**src/rtl/ex_div.sv**
```systemverilog
// rtl/ex_div.sv - execute stage: single-cycle logic ops plus iterative 32-cycle DIV/DIVU
//
// Ports:
//   clk, rst                 clock and synchronous active-high reset
//   aluop_i, alusel_i        operation subtype / class from ID/EX
//   reg1_i, reg2_i           operands (dividend / divisor for divides)
//   wd_i, wreg_i             write-back destination and enable from ID/EX
//   wd_o, wreg_o, wdata_o    write-back triple to EX/MEM and ID forwarding
//   stallreq_o               high while the divider holds the pipeline
//
// Build option: define EX_DIV_SIGNED_EN to support signed DIV (8'h1A).
// Without it, 8'h1A is an unknown op and the sign logic is absent.
module ex_div (
    input  logic        clk,
    input  logic        rst,
    input  logic [7:0]  aluop_i,
    input  logic [2:0]  alusel_i,
    input  logic [31:0] reg1_i,
    input  logic [31:0] reg2_i,
    input  logic [4:0]  wd_i,
    input  logic        wreg_i,
    output logic [4:0]  wd_o,
    output logic        wreg_o,
    output logic [31:0] wdata_o,
    output logic        stallreq_o
);
    localparam logic [2:0] SEL_LOGIC = 3'b001;
    localparam logic [7:0] OP_AND  = 8'h24;
    localparam logic [7:0] OP_OR   = 8'h25;
    localparam logic [7:0] OP_XOR  = 8'h26;
    localparam logic [7:0] OP_NOR  = 8'h27;
    localparam logic [7:0] OP_DIVU = 8'h1B;
`ifdef EX_DIV_SIGNED_EN
    localparam logic [7:0] OP_DIV  = 8'h1A;
`endif

    typedef enum logic [1:0] {
        S_IDLE = 2'd0,
        S_BUSY = 2'd1,
        S_DONE = 2'd2
    } state_t;

    state_t      state_q, state_d;
    logic [4:0]  cnt_q, cnt_d;
    logic [31:0] dvd_q, dvd_d;     // dividend shifts out, quotient shifts in
    logic [31:0] dvs_q, dvs_d;
    logic [31:0] rem_q, rem_d;
    logic        dz_q, dz_d;       // divide-by-zero result pending

    logic        is_div;
    logic [31:0] mag1, mag2;
    logic [32:0] rem_sh, diff;
    logic [31:0] div_result;

`ifdef EX_DIV_SIGNED_EN
    logic is_sdiv;
    logic neg_q, neg_d;            // quotient sign correction latched at start
    assign is_sdiv = (aluop_i == OP_DIV);
    assign is_div  = is_sdiv || (aluop_i == OP_DIVU);
    assign mag1    = (is_sdiv && reg1_i[31]) ? (~reg1_i + 32'd1) : reg1_i;
    assign mag2    = (is_sdiv && reg2_i[31]) ? (~reg2_i + 32'd1) : reg2_i;
    assign div_result = dz_q  ? 32'hFFFF_FFFF :
                        neg_q ? (~dvd_q + 32'd1) : dvd_q;
`else
    assign is_div  = (aluop_i == OP_DIVU);
    assign mag1    = reg1_i;
    assign mag2    = reg2_i;
    assign div_result = dz_q ? 32'hFFFF_FFFF : dvd_q;
`endif

    // Restoring step. The shifted remainder needs 33 bits when the divisor
    // exceeds 2^31; after a successful subtract it always fits back in 32.
    assign rem_sh = {rem_q, dvd_q[31]};
    assign diff   = rem_sh - {1'b0, dvs_q};

    always_ff @(posedge clk) begin
        if (rst) begin
            state_q <= S_IDLE;
            cnt_q   <= '0;
            dvd_q   <= '0;
            dvs_q   <= '0;
            rem_q   <= '0;
            dz_q    <= 1'b0;
`ifdef EX_DIV_SIGNED_EN
            neg_q   <= 1'b0;
`endif
        end else begin
            state_q <= state_d;
            cnt_q   <= cnt_d;
            dvd_q   <= dvd_d;
            dvs_q   <= dvs_d;
            rem_q   <= rem_d;
            dz_q    <= dz_d;
`ifdef EX_DIV_SIGNED_EN
            neg_q   <= neg_d;
`endif
        end
    end

    always_comb begin
        state_d = state_q;
        cnt_d   = cnt_q;
        dvd_d   = dvd_q;
        dvs_d   = dvs_q;
        rem_d   = rem_q;
        dz_d    = dz_q;
`ifdef EX_DIV_SIGNED_EN
        neg_d   = neg_q;
`endif
        unique case (state_q)
            S_IDLE: begin
                if (is_div) begin
                    if (reg2_i == 32'd0) begin
                        dz_d    = 1'b1;
                        state_d = S_DONE;
                    end else begin
                        dz_d    = 1'b0;
                        dvd_d   = mag1;
                        dvs_d   = mag2;
                        rem_d   = '0;
                        cnt_d   = '0;
`ifdef EX_DIV_SIGNED_EN
                        neg_d   = is_sdiv && (reg1_i[31] ^ reg2_i[31]);
`endif
                        state_d = S_BUSY;
                    end
                end
            end
            S_BUSY: begin
                if (!diff[32]) begin
                    rem_d = diff[31:0];
                    dvd_d = {dvd_q[30:0], 1'b1};
                end else begin
                    rem_d = rem_sh[31:0];
                    dvd_d = {dvd_q[30:0], 1'b0};
                end
                cnt_d = cnt_q + 5'd1;
                if (cnt_q == 5'd31) begin
                    state_d = S_DONE;
                end
            end
            S_DONE: begin
                state_d = S_IDLE;
            end
            default: begin
                state_d = S_IDLE;
            end
        endcase
    end

    always_comb begin
        wd_o       = wd_i;
        wreg_o     = wreg_i;
        wdata_o    = '0;
        stallreq_o = 1'b0;
        if (rst) begin
            wd_o   = '0;
            wreg_o = 1'b0;
        end else begin
            unique case (state_q)
                S_IDLE: begin
                    if (is_div) begin
                        stallreq_o = 1'b1;
                        wreg_o     = 1'b0;
                    end else if (alusel_i == SEL_LOGIC) begin
                        case (aluop_i)
                            OP_AND:  wdata_o = reg1_i & reg2_i;
                            OP_OR:   wdata_o = reg1_i | reg2_i;
                            OP_XOR:  wdata_o = reg1_i ^ reg2_i;
                            OP_NOR:  wdata_o = ~(reg1_i | reg2_i);
                            default: wdata_o = '0;
                        endcase
                    end
                end
                S_BUSY: begin
                    stallreq_o = 1'b1;
                    wreg_o     = 1'b0;
                end
                S_DONE: begin
                    wdata_o = div_result;
                end
                default: begin
                    wreg_o = 1'b0;
                end
            endcase
        end
    end
endmodule
```
**config.mk**
```make
export PLATFORM = sky130hd
export DESIGN_NAME = ex_div
export DESIGN_NICKNAME = d
export VERILOG_FILES = /design/src/rtl/ex_div.sv
export SDC_FILE = /design/constraint.sdc
export NUM_CORES = 1
export LEC_CHECK = 0
export ABC_AREA = 1
export BUFFER_PORTS_ARGS = -buffer_cell sky130_fd_sc_hd__buf_2
export CAP_MARGIN = 25
export CORE_MARGIN = 4
export CORE_UTILIZATION = 35
export DETAILED_ROUTE_END_ITERATION = 7
export MAX_ROUTING_LAYER = met4
export PLACE_DENSITY_LB_ADDON = 0.25
export SYNTH_ARGS = -nofsm -noshare
export SYNTH_HDL_FRONTEND = slang
export SYNTH_SLANG_ARGS = --single-unit
export TNS_END_PERCENT = 30
```
**constraint.sdc**
```tcl
create_clock -name clk -period 4.07 [get_ports clk]
set_clock_uncertainty 0.15 [all_clocks]
set_input_delay 1.221 -clock clk [delete_from_list [all_inputs] [get_ports clk]]
set_output_delay 1.221 -clock clk [all_outputs]
set_load 0.1 [all_outputs]
```
Word level (Yosys, flattened, before mapping). Index checks and enable logic that the tools add are counted.

Add/subtract/negate cells: 2. Bitwise operators: 5. Reduce and logical (&&, ||, !) cells: 7. Equality and inequality tests: 12. Mux-type cells: 29.

Operator list (number): 32-bit 2-to-1 mux (9); 32-bit case mux with 2 select lines (3); 32-bit case mux with 4 select lines (1); 33-bit by 32-bit subtractor with 33-bit output (1); 32-bit bitwise AND (1); 8-bit by 6-bit == test with 1-bit output (second input constant) (4); 32-bit zero test (1); 32-bit NOT (1); 32-bit OR (1); 32-bit bitwise XOR (1); 5-bit 2-to-1 mux (3); 5-bit case mux with 2 select lines (1); 8-bit by 5-bit == test with 1-bit output (second input constant) (1); 1-bit 2-to-1 mux (6); 2-bit 2-to-1 mux (3); 2-bit != test (second input constant) (3); 3-bit AND reduction (2); 5-bit by 1-bit adder with 5-bit output (second input constant) (1); 5-bit == test (second input constant) (1); 1-bit case mux with 2 select lines (2); 2-bit case mux with 2 select lines (1); 2-bit AND reduction (2); 3-bit by 1-bit == test with 1-bit output (second input constant) (1); 2-bit by 1-bit == test with 1-bit output (second input constant) (1); 4 further kinds (4).

Output and inout port bits: 39. Input port bits: 83. Register bits after elaboration: 104. Logic and storage cells: 61.

Depth between registers and ports, before layout. Gate-level depths: netlist (run 1).

Depth in word-level cells: 7. Mapped depth: 19. Gate-level depth less buffers: 18.

Worst setup path after synthesis (run 1). No wires, ideal clock.

Kind: input to output. Start point: input port aluop_i[7]. End point: output port wdata_o[23]. Path buffers: 2. Setup slack: -0.896 ns. Data required time: 2.699 ns. Arrival time: 3.595 ns. Cell stages on the path: 8. Cell sequence: or2_1 nor3_4 buf_2 buf_2 nand3_1 o2111ai_1 a21oi_1 nor2_1.

Cells in the longest elaborated chain, start to end: 6. Elaborated cells on any way between the ends: 10. Classes of those cells: eq/ne (5); mux (5).

RTL lines: start: declaration (line 16) `input logic [7:0] aluop_i,`; 8-bit by 6-bit == test with 1-bit output (line 166) `case (aluop_i)`; 32-bit case mux with 4 select lines (line 166); 32-bit 2-to-1 mux (line 165) `end else if (alusel_i == SEL_LOGIC) begin`; 32-bit 2-to-1 mux * (line 162) `if (is_div) begin`; 32-bit case mux with 2 select lines * (line 160) `unique case (state_q)`; 32-bit 2-to-1 mux * (line 156) `if (rst) begin`; end: declaration (line 24) `output logic [31:0] wdata_o,`.

Mark *: on every way between the ends. The rest lies on a longest branch, timed or not.

Final worst setup path (run 1).
Start point: input port aluop_i[7]. End point: output port wdata_o[21].

Same word-level chain as after synthesis.

==> results of run 1 <==
-- cell type report --
type | instances | area share
multi-input combinational | 1173 | 0.547
sequential | 104 | 0.173
timing repair buffer | 163 | 0.136
inverter | 265 | 0.0825
tap | 372 | 0.0386
clock buffer | 9 | 0.0187
clock inverter | 6 | 0.00457
-- flip-flops by register name (all words and copies together) (netlist names) --
signal and flops:
dvd_q 32, rem_q 32, dvs_q 32, dz_q 1, cnt_q 5, state_q 2
-- metal layers --
metal  part of all wire  up-vias
met2               0.48      270
met4              0.019        0
met3              0.048       41
met5                  0        -
met1               0.46     4882
li1                   -     5404
-- worst register-to-register path: stages (launching register included) --
cell	delay (ns)
dfxtp_1	0.32
inv_1	0.13
ha_1	0.17
inv_1	0.07
fa_1	0.41
nand2_1	0.10
nand2_1	0.09
nand3_1	0.12
nand2_2	0.10
nand2_1	0.08
nand2_2	0.10
nand2_2	0.10
nand3_2	0.36
nand2_4	0.50
nand2_1	0.10
nand2_1	0.07
nand2_1	0.05
a21oi_1	0.14
-- stage by stage --
stage | total power, uW | instances | area [sq um]
2_1_floorplan | 1350 | 1624 | 9850
3_3_place_gp | 1490 | 2066 | 11400
3_5_place_dp | 1500 | 2066 | 11400
4_1_cts | 2360 | 2082 | 11700
5_1_grt | 2460 | 2092 | 12100
6_report | 2360 | 2092 | 12100
-- worst max path at each step --
| stage | cells after the start | startpoint | end | slack [ns] |
|---|---|---|---|---|
| 3_5_place_dp | 9 | aluop_i[7] | wdata_o[7] | -0.17 |
| 6_report | 11 | aluop_i[7] | wdata_o[21] | -0.15 |
| 5_1_grt | 11 | aluop_i[7] | wdata_o[0] | -0.20 |
| 2_1_floorplan | 7 | aluop_i[7] | wdata_o[10] | -0.42 |
| 3_3_place_gp | 9 | aluop_i[7] | wdata_o[4] | -0.13 |
| 4_1_cts | 10 | aluop_i[7] | wdata_o[21] | -0.07 |
-- what timing repair did --
action,in CTS,in global routing
gates resized for setup,8,35
pin swaps,0,3
gates cloned,0,7
setup buffers,1,3
setup endpoints to repair,32,32
-- cells in the final DEF (no fill, tap or decap), drive strengths merged --
master / n
a21boi: 1
a21o: 1
a21oi: 122
a31oi: 31
and2: 5
and3: 1
buf: 160
clkbuf: 12
clkinv: 3
clkinvlp: 1
dfxtp: 104
fa: 1
ha: 98
inv: 267
nand2: 427
nand3: 156
nand3b: 25
nand4: 16
nor2: 157
nor3: 14
o2111ai: 32
o211ai: 1
o21ai: 66
o21bai: 1
or2: 2
xnor2: 7
xor2: 9
-- cell families (layout without fill, tap and decap cells) --
family	count (synthesis)	count (layout)	share of synthesized area
AO/OA/AOI/OAI	255	255	0.150
XOR/XNOR	16	16	0.0144
adder cells (fa/ha/maj)	99	99	0.128
buffers and inverters	347	443	0.140
flip-flops	104	104	0.214
AND/OR/NAND/NOR	803	803	0.354
-- power breakdown --
part | switching, uW | internal (uW)
Sequential | 3.38 | 1020
Combinational | 310 | 157
Clock | 443 | 423
==> results.md, run 1 <==
- Status: complete, but fails checks
- Failing checks: negative setup slack
- Mapped Area: 9710 sq um
- Via density: 5.07
- FMAX: 0.237 GHz
- GRT met3 Usage: 0.0260
- RSZ-0062 raised after global routing: true
- Seq/Total Area, Yosys: 0.214
- Via Count: 10597
- CP arrival: 2.85 ns
- GR peak layer: met2
- Max IR drop VDD: 0.144 mV
- Clk sinks: 104
- Reg-to-reg startpoint: dvd_q[31]$_SDFFE_PP0P_
- Hold depth: 2
- Worst path top cell family by delay: simple AND/OR/NAND/NOR gates
- #FFs+latches synth: 104
- WHS Endpoint: cnt_q[4]$_SDFFE_PP0P_
- Reg clk slew, reported paths: 0.08 ns
- WL per Instance: 15.0 um
- CTS Root Cell: clkbuf_16
- Hold_sp: cnt_q[4]$_SDFFE_PP0P_
- Pins Over Slew Limit: 0
- Top cells by area, synth: dfxtp_1 (21%), nand2_1 (16%), ha_1 (13%)
- Worst Hold Class: reg -> reg
- WHS: 0.330 ns
- Cts hold-fix bufs: 0
- Site Rows: 60
- Max stage delay on crit path: 0.25 ns
- Layout cell share with drive strength beyond 1: 0.151
- Post-synth top area share: 0.214
- Pre-CTS WS: -0.174 ns
- Final GP Congestion: 0.960
- Die ar.: 30500 sq um
- Worst setup path category: in -> out
- Syn_nets: 1806
- Gr ovfl total: 0
- Pwr/cell area: 196 nW/um^2
- Largest net degree at the start of global routing: 69
- Cell variety after synth: 37
- Final Cycle Share: 1.04
- DP Wirelength: 22800 um
- Global-route wire length before repair: 48900 um
- Via count of the first global-routing pass: 9801
- CP Capture Type: output pin
- Mapped Cells: 1624
- CTS H-Tree Depth: 3
- Number of fillers in the final layout: 2930
- Ports: 122
- Worst setup SP type: input pin
- Detail Route Antenna Nets: 0
- Routed Wire Length: 31300 um
- Antenna violations before repair: 0
- Rel. slew slack: 0.464
- Setup violations, final: 32
- # DRC: 0
- Leakage: 0.00575 uW
- Total CTS buffers: 9
- Tmin final: 4.22 ns
- Worst-margin pin slew: 0.804 ns
- Tot GR Track Use: 0.197
- Setup TNS: -4.03 ns
- Ant diodes: 0
- Cells on worst reg2reg path: 17
- Met1 GRT Util: 0.261
- Ys async rst share: 0
- Top cell type by total area after synthesis: dfxtp_1
- Critical Path RT: 2.70 ns
- CTS tree: yes
- Crit path top cell by count: buf_12
- Clk Latency, worst-skew pair: 0.36 ns
- Starting Density: 0.358
- Final WS setup: -0.151 ns
- Core Util, Final: 0.445
- R2R setup slack: 0.83 ns
- Post-synth top flop: dfxtp_1
- Mean post-synth cell area: 5.98 sq um
- Drt pass-1 iters: 8
- Final-stage net count: 1898
- Port bufs: 121
- Area occupied by multi-input gates: 6590 sq um
- Slowest cell on crit path: or2_4
- Reg-to-Reg End: rem_q[29]$_SDFFE_PP0P_
- YS warnings: 0
- EDFF count, synth: 0
- Register area: 2080 sq um
- Most instantiated library cell after synthesis: nand2_1
- Final hold violation count: 0
- Core Area: 27100 sq um
- Chip Width: 175 um
- GR Layer Usage met2: 0.323
- Drt initial violations: 669
- Max Root-Sink Buffers: 2
- Max cap viols: 0
- CP cell instances: buf_6, or2_4, nor3_4, buf_12, nand3_4, nor3_4, buf_12, buf_12, a21oi_1, nor2_2, buf_12
- Die span in y: 175 um
- Leading post-synthesis cells by instance count: nand2_1 (419), inv_1 (260), nand3_1 (155), nor2_1 (155), a21oi_1 (120)
- Worst Path Max Fanout: 11
- Crit path buf inv count: 5
- Synthesis-to-finish area growth: 24.1%
No activity file was read; power rests on OpenSTA's default activity.
==> run 2: changes to the inputs <==
==> constraint.sdc (replaced) <==
create_clock -name clk -period 4.4 [get_ports clk]
set_clock_uncertainty 0.15 [all_clocks]
set_input_delay 1.32 -clock clk [delete_from_list [all_inputs] [get_ports clk]]
set_output_delay 1.32 -clock clk [all_outputs]
set_load 0.1 [all_outputs]
==> run 2 against run 1 <==
Effect of this change:
- the flow still finishes with violations (negative setup slack)
- count of clock-buffer cells in the layout is 1 higher
- critical path depth is 1 lower
- final cell count is 0.76% lower
- register-to-register slack better by 0.33 ns
- sequential share of layout area is 0.48 points higher
- worst hold slack worse by 0.0041 ns
- sequential power is 7% lower
- die area stayed put
- largest cell class unchanged
- largest power group unchanged
==> results.md, run 2 (same netlist as run 1, synthesis figures left out) <==
- CTS H-Tree Depth: 3 (unchanged)
- Final hold violation count: 0 (unchanged)
- CTS tree: yes (unchanged)
- Antenna violations before repair: 1 (was 0)
- Crit path buf inv count: 4 (was 5)
- Biggest regs: dvd_q: 32 flops, dvs_q: 32 flops, rem_q: 32 flops (unchanged)
- Final GP Congestion: 0.934 (was 0.960)
- Layout cell share with drive strength beyond 1: 0.132 (was 0.151)
- Worst Hold Class: reg -> reg (unchanged)
- Die ar.: 30500 sq um (unchanged)
- Slowest cell on crit path: or2_4 (unchanged)
- Synthesis-to-finish area growth: 20.7% (was 24.1%)
- Max IR drop VDD: 0.130 mV (was 0.144 mV)
- Pins Over Slew Limit: 0 (unchanged)
- Final WS setup: -0.0299 ns (was -0.151 ns)
- CP Capture Type: output pin (unchanged)
- Setup violations, final: 27 (was 32)
- Crit path top cell by count: buf_12 (unchanged)
- Detail Route Antenna Nets: 0 (unchanged)
- Core Area: 27100 sq um (unchanged)
- WHS: 0.326 ns (was 0.330 ns)
- RSZ-0062 raised after global routing: true (unchanged)
- Starting Density: 0.358 (unchanged)
- Die span in y: 175 um (unchanged)
- Clk Latency, worst-skew pair: 0.37 ns (was 0.36 ns)
- Leakage: 0.00561 uW (was 0.00575 uW)
- Gr ovfl total: 0 (unchanged)
- Routed Wire Length: 30000 um (was 31300 um)
- Worst Path Max Fanout: 22 (was 11)
- Rel. slew slack: 0.346 (was 0.464)
- Most frequent cells in the layout: nand2_1 (418), inv_1 (260), nand3_1 (154) (was nand2_1 (417), inv_1 (259), nand3_1 (153))
- Critical Path RT: 2.93 ns (was 2.70 ns)
- Final Cycle Share: 1.01
- Post-route cell area: 11700 sq um (was 12100 sq um)
- Reg-to-reg startpoint: dvd_q[31]$_SDFFE_PP0P_ (unchanged)
- Hold_sp: cnt_q[4]$_SDFFE_PP0P_ (unchanged)
- Drt pass-1 iters: 5 (was 8)
- Via Count: 10309 (was 10597)
- Via count of the first global-routing pass: 9882 (was 9801)
- Max Root-Sink Buffers: 2 (unchanged)
- Via density: 4.97 (was 5.07)
- Largest net degree at the start of global routing: 69 (unchanged)
- Pre-CTS WS: -0.0436 ns (was -0.174 ns)
- Ports: 122 (unchanged)
- Pwr/cell area: 191 nW/um^2 (was 196 nW/um^2)
- Tmin final: 4.43 ns
- Worst setup SP type: input pin (unchanged)
- CP cell instances: buf_2, or2_4, nor3_4, buf_12, nand3_2, nor3_4, buf_12, a21oi_1, nor2_2, buf_12 (was buf_6, or2_4, nor3_4, buf_12, nand3_4, nor3_4, buf_12, buf_12, a21oi_1, nor2_2, buf_12)
- Max stage delay on crit path: 0.25 ns (about the same)
- FMAX: 0.226 GHz
- Drt initial violations: 602 (was 669)
- Port bufs: 121 (unchanged)
- Tot GR Track Use: 0.199 (was 0.197)
- CTS Root Cell: clkbuf_16 (unchanged)
- Global-route wire length before repair: 49300 um (was 48900 um)
- DP Wirelength: 22700 um (was 22800 um)
- Reg clk slew, reported paths: 0.07 ns (was 0.08 ns)
- Status: complete, but fails checks (unchanged)
- Final-stage net count: 1880 (was 1898)
- CP arrival: 2.96 ns (was 2.85 ns)
- Most common cell after layout, fill and taps aside: nand2_1 (unchanged)
- Total CTS buffers: 9 (unchanged)
- # DRC: 0 (unchanged)
- Failing checks: negative setup slack (unchanged)
- WL per Instance: 14.5 um (was 15.0 um)
- Worst path top cell family by delay: simple AND/OR/NAND/NOR gates (unchanged)
- Chip Width: 175 um (unchanged)
- Critical Path Source: aluop_i[7] (unchanged)
- Placed inst area: 11300 sq um (was 11400 sq um)
- Site Rows: 60 (unchanged)
- Worst-margin pin slew: 0.980 ns (was 0.804 ns)
- Clk sinks: 104 (unchanged)
- Final Power: 2230 uW (was 2360 uW)
- Max cap viols: 0 (unchanged)
- Worst setup path category: in -> out (unchanged)
[run 2: changes by cell type in the layout (fill, tap and decap cells not counted), sizes merged]
cell / before / now
inv: 267 / 269
clkbuf: 12 / 11
clkinv: 3 / 1
buf: 160 / 144
bufinv: 0 / 1
diode: 0 / 1
clkinvlp: 1 / 0
[run 2: cell type report]
type | instances | area, sq um
sequential | 104 | 2080
fill | 2914 | 15400
antenna | 1 | 2.50
tap | 372 | 465
clock inverter | 6 | 72.6
clock buffer | 10 | 239
timing repair buffer | 145 | 1410
multi-input combinational | 1173 | 6460
inverter | 265 | 995
[run 2: what timing repair did]
item                                    CTS  global route
setup buffers                             0             1
gates cloned                              0             1
endpoints found under the setup margin   15            32
endpoints found under the hold margin     0             0
gates resized for setup                   4             3
hold buffers                              0             0
pin swaps                                 0             1
[run 2: tightest hold or removal path: stages (launching register included)]
cell and delay [ns]:
dfxtp_1 0.32, nand2_1 0.06, a21oi_1 0.05
[run 2: worst paths after layout]
| kind | end | slack [ns] | depth (start not counted) |
|---|---|---|---|
| hold reg to reg | cnt_q[4]$_SDFFE_PP0P_ | 0.33 | 2 |
| setup / recovery | wdata_o[23] | -0.03 | 10 |
| hold / removal | cnt_q[4]$_SDFFE_PP0P_ | 0.33 | 2 |
| setup reg to reg | rem_q[26]$_SDFFE_PP0P_ | 1.16 | 17 |
[run 2: through the flow]
step,util,TNS [ns],instances
floorplan,-,-7.76,1624
global placement,0.418,0,2057
detailed placement,0.418,-0.308,2057
CTS,0.430,0,2073
global route,0.433,-2.74,2076
finish,0.433,-0.367,2076
[run 2: per-layer routing]
layer,GRT usage,vias to the layer above,share of wire
met3,0.0299,35,0.039
met4,0.0501,0,0.017
met5,-,-,0
li1,-,5355,-
met2,0.322,197,0.46
met1,0.262,4722,0.48
[run 2: power by group]
group / switching (uW) / internal, uW
Combinational: 281 / 137
Sequential: 3.21 / 945
Clock: 401 / 467
Total: 685 / 1550
==> run 3: changes to the inputs <==
--- a/config.mk
+++ b/config.mk
@@ -8,6 +8,7 @@
 export ABC_AREA = 1
 export BUFFER_PORTS_ARGS = -buffer_cell sky130_fd_sc_hd__buf_2
 export CAP_MARGIN = 25
+export CORE_ASPECT_RATIO = 1.5
 export CORE_MARGIN = 4
 export CORE_UTILIZATION = 35
 export DETAILED_ROUTE_END_ITERATION = 7
==> run 3 against run 2 <==
Effect of this change:
- the run still ends with negative setup slack left
- flip-flop and latch count unchanged
- critical path depth up 1
- setup slack worse by 0.021 ns
- global-route usage up 0.68 points
- clock power down 2.9%
- largest power group unchanged
==> results.md, run 3 (same netlist as run 1, synthesis figures left out) <==
- Core Util, Final: 0.436 (was 0.433)
- Drt initial violations: 617 (was 602)
- Routed Wire Length: 31700 um (was 30000 um)
- Post-route cell area: 11900 sq um (was 11700 sq um)
- Core Area: 27300 sq um (was 27100 sq um)
- Wl on met1: 12700 um (was 14400 um)
- Worst setup SP type: input pin (unchanged)
- Via Count: 10582 (was 10309)
- Ports: 122 (unchanged)
- Rel. slew slack: 0.348 (was 0.346)
- Global-route wire length before repair: 50100 um (was 49300 um)
- Synthesis-to-finish area growth: 22.7% (was 20.7%)
- Drt pass-1 iters: 5 (unchanged)
- Tmin final: 4.45 ns (was 4.43 ns)
- Max IR drop VDD: 0.163 mV (was 0.130 mV)
- Final-stage net count: 1890 (was 1880)
- Clk Latency, worst-skew pair: 0.35 ns (was 0.37 ns)
- Pwr/cell area: 186 nW/um^2 (was 191 nW/um^2)
- Most common cell after layout, fill and taps aside: nand2_1 (unchanged)
- Leakage: 0.00570 uW (was 0.00561 uW)
- Site Rows: 74 (was 60)
- Layout cell share with drive strength beyond 1: 0.142 (was 0.132)
- RSZ-0062 raised after global routing: true (unchanged)
- CTS Root Cell: clkbuf_16 (unchanged)
- Max Root-Sink Buffers: 2 (unchanged)
- Setup violations, final: 29 (was 27)
- Cts hold-fix bufs: 0 (unchanged)
- Final WS setup: -0.0505 ns (was -0.0299 ns)
- Critical Path RT: 2.93 ns (about the same)
- Pre-CTS WS: -0.0693 ns (was -0.0436 ns)
- Gr ovfl total: 0 (unchanged)
- Total CTS buffers: 9 (unchanged)
- Final GP Congestion: 0.959 (was 0.934)
- Chip Width: 144 um (was 175 um)
- Port bufs: 121 (unchanged)
- Placed inst area: 11300 sq um (about the same)
- FMAX: 0.225 GHz (was 0.226 GHz)
- Via density: 5.15 (was 4.97)
- Cells on worst reg2reg path: 18 (was 17)
- Clk sinks: 104 (unchanged)
- Status: complete, but fails checks (unchanged)
- R2R setup slack: 1.28 ns (was 1.16 ns)
- Worst-margin pin slew: 0.976 ns (was 0.980 ns)
- Hold_sp: cnt_q[4]$_SDFFE_PP0P_ (unchanged)
- Hold depth: 2 (unchanged)
- Pins Over Slew Limit: 0 (unchanged)
- Tot GR Track Use: 0.206 (was 0.199)
- CTS H-Tree Depth: 3 (unchanged)
- Metal3 WL: 1350 um (was 1180 um)
- Detail Route Antenna Nets: 0 (unchanged)
- WL per Instance: 15.4 um (was 14.5 um)
- Final Cycle Share: 1.01 (about the same)
- CP Capture Type: output pin (unchanged)
- # DRC: 0 (unchanged)
- Max cap viols: 0 (unchanged)
- Worst Path Max Fanout: 9 (was 22)
- Final hold violation count: 0 (unchanged)
- CP arrival: 2.98 ns (was 2.96 ns)
- Reg clk slew, reported paths: 0.07 ns (about the same)
- Reg-to-Reg End: rem_q[31]$_SDFFE_PP0P_ (was rem_q[26]$_SDFFE_PP0P_)
- DP Wirelength: 23600 um (was 22700 um)
- Largest net degree at the start of global routing: 69 (unchanged)
- Max layer used: met4 (unchanged)
- Non-filler instance count after layout: 2055 (was 2076)
- Die span in y: 212 um (was 175 um)
- Antenna violations before repair: 0 (was 1)
- Worst Hold Class: reg -> reg (unchanged)
- Most frequent cells in the layout: nand2_1 (419), inv_1 (260), nand3_1 (154) (was nand2_1 (418), inv_1 (260), nand3_1 (154))
- CTS tree: yes (unchanged)
- Reg-to-reg startpoint: dvd_q[31]$_SDFFE_PP0P_ (unchanged)
- Placed Cells: 2029 (was 2057)
- Biggest regs: dvd_q: 32 flops, dvs_q: 32 flops, rem_q: 32 flops (unchanged)
- Starting Density: 0.356 (was 0.358)
- Worst setup path category: in -> out (unchanged)
- Ant diodes: 0 (was 1)
- Failing checks: negative setup slack (unchanged)
- Via count of the first global-routing pass: 10447 (was 9882)
- WHS Endpoint: cnt_q[4]$_SDFFE_PP0P_ (unchanged)
- Die ar.: 30500 sq um (about the same)
- Met2 Wirelength: 16000 um (was 13900 um)
## run 3: routing by layer
metal,up-vias,GRT usage
met5,-,-
met2,269,0.362
li1,5379,-
met4,0,0.105
met3,86,0.0245
met1,4848,0.226
## run 3: stage by stage
step	hold slack, ns	power, uW	TNS, ns
global placement	0.303	1380	-0.652
finish	0.322	2220	-0.634
floorplan	0.295	1240	-7.76
detailed placement	0.318	1390	-0.974
CTS	0.321	2220	-0.00291
global route	0.337	2320	-3.99
## run 3: where the power goes
group          internal, uW  switching, uW  total [uW]  leakage [uW]
registers               945           3.02         948      0.000838
logic                   140            287         427       0.00470
clock network           461            382         843      0.000153
total                  1550            672        2220       0.00570
## run 3: worst max-delay path: stages
cell and delay [ns]:
buf_6 0.09, or2_4 0.25, nor3_4 0.13, buf_6 0.15
nand3_4 0.07, nor3_4 0.21, buf_6 0.17, clkbuf_16 0.16
a21oi_1 0.08, nor2_2 0.15, buf_12 0.19
## run 3: cell type report
cell class	instances	area (sq um)
Tap cell	342	428
Fill cell	2866	15400
Clock buffer	10	239
Inverter	265	995
Clock inverter	6	66.3
Sequential cell	104	2080
Timing Repair Buffer	155	1580
Multi-Input combinational cell	1173	6530
## run 3: worst max path at each step
| stage | startpoint | depth (start not counted) | slack, ns | endpoint |
|---|---|---|---|---|
| floorplan | aluop_i[7] | 7 | -0.28 | wdata_o[10] |
| global placement | aluop_i[7] | 10 | -0.06 | wdata_o[0] |
| detailed placement | aluop_i[7] | 10 | -0.07 | wdata_o[24] |
| CTS | aluop_i[7] | 10 | -0.003 | wdata_o[14] |
| global route | aluop_i[7] | 11 | -0.15 | wdata_o[5] |
| finish | aluop_i[7] | 11 | -0.05 | wdata_o[17] |
## run 3: repair_timing
| item | 4_1_cts | 5_1_grt |
|---|---|---|
| endpoints found under the setup margin | 26 | 32 |
| resized for setup | 3 | 28 |
| buffers inserted | 0 | 3 |
| pin swaps | 0 | 5 |
| gates cloned | 0 | 6 |
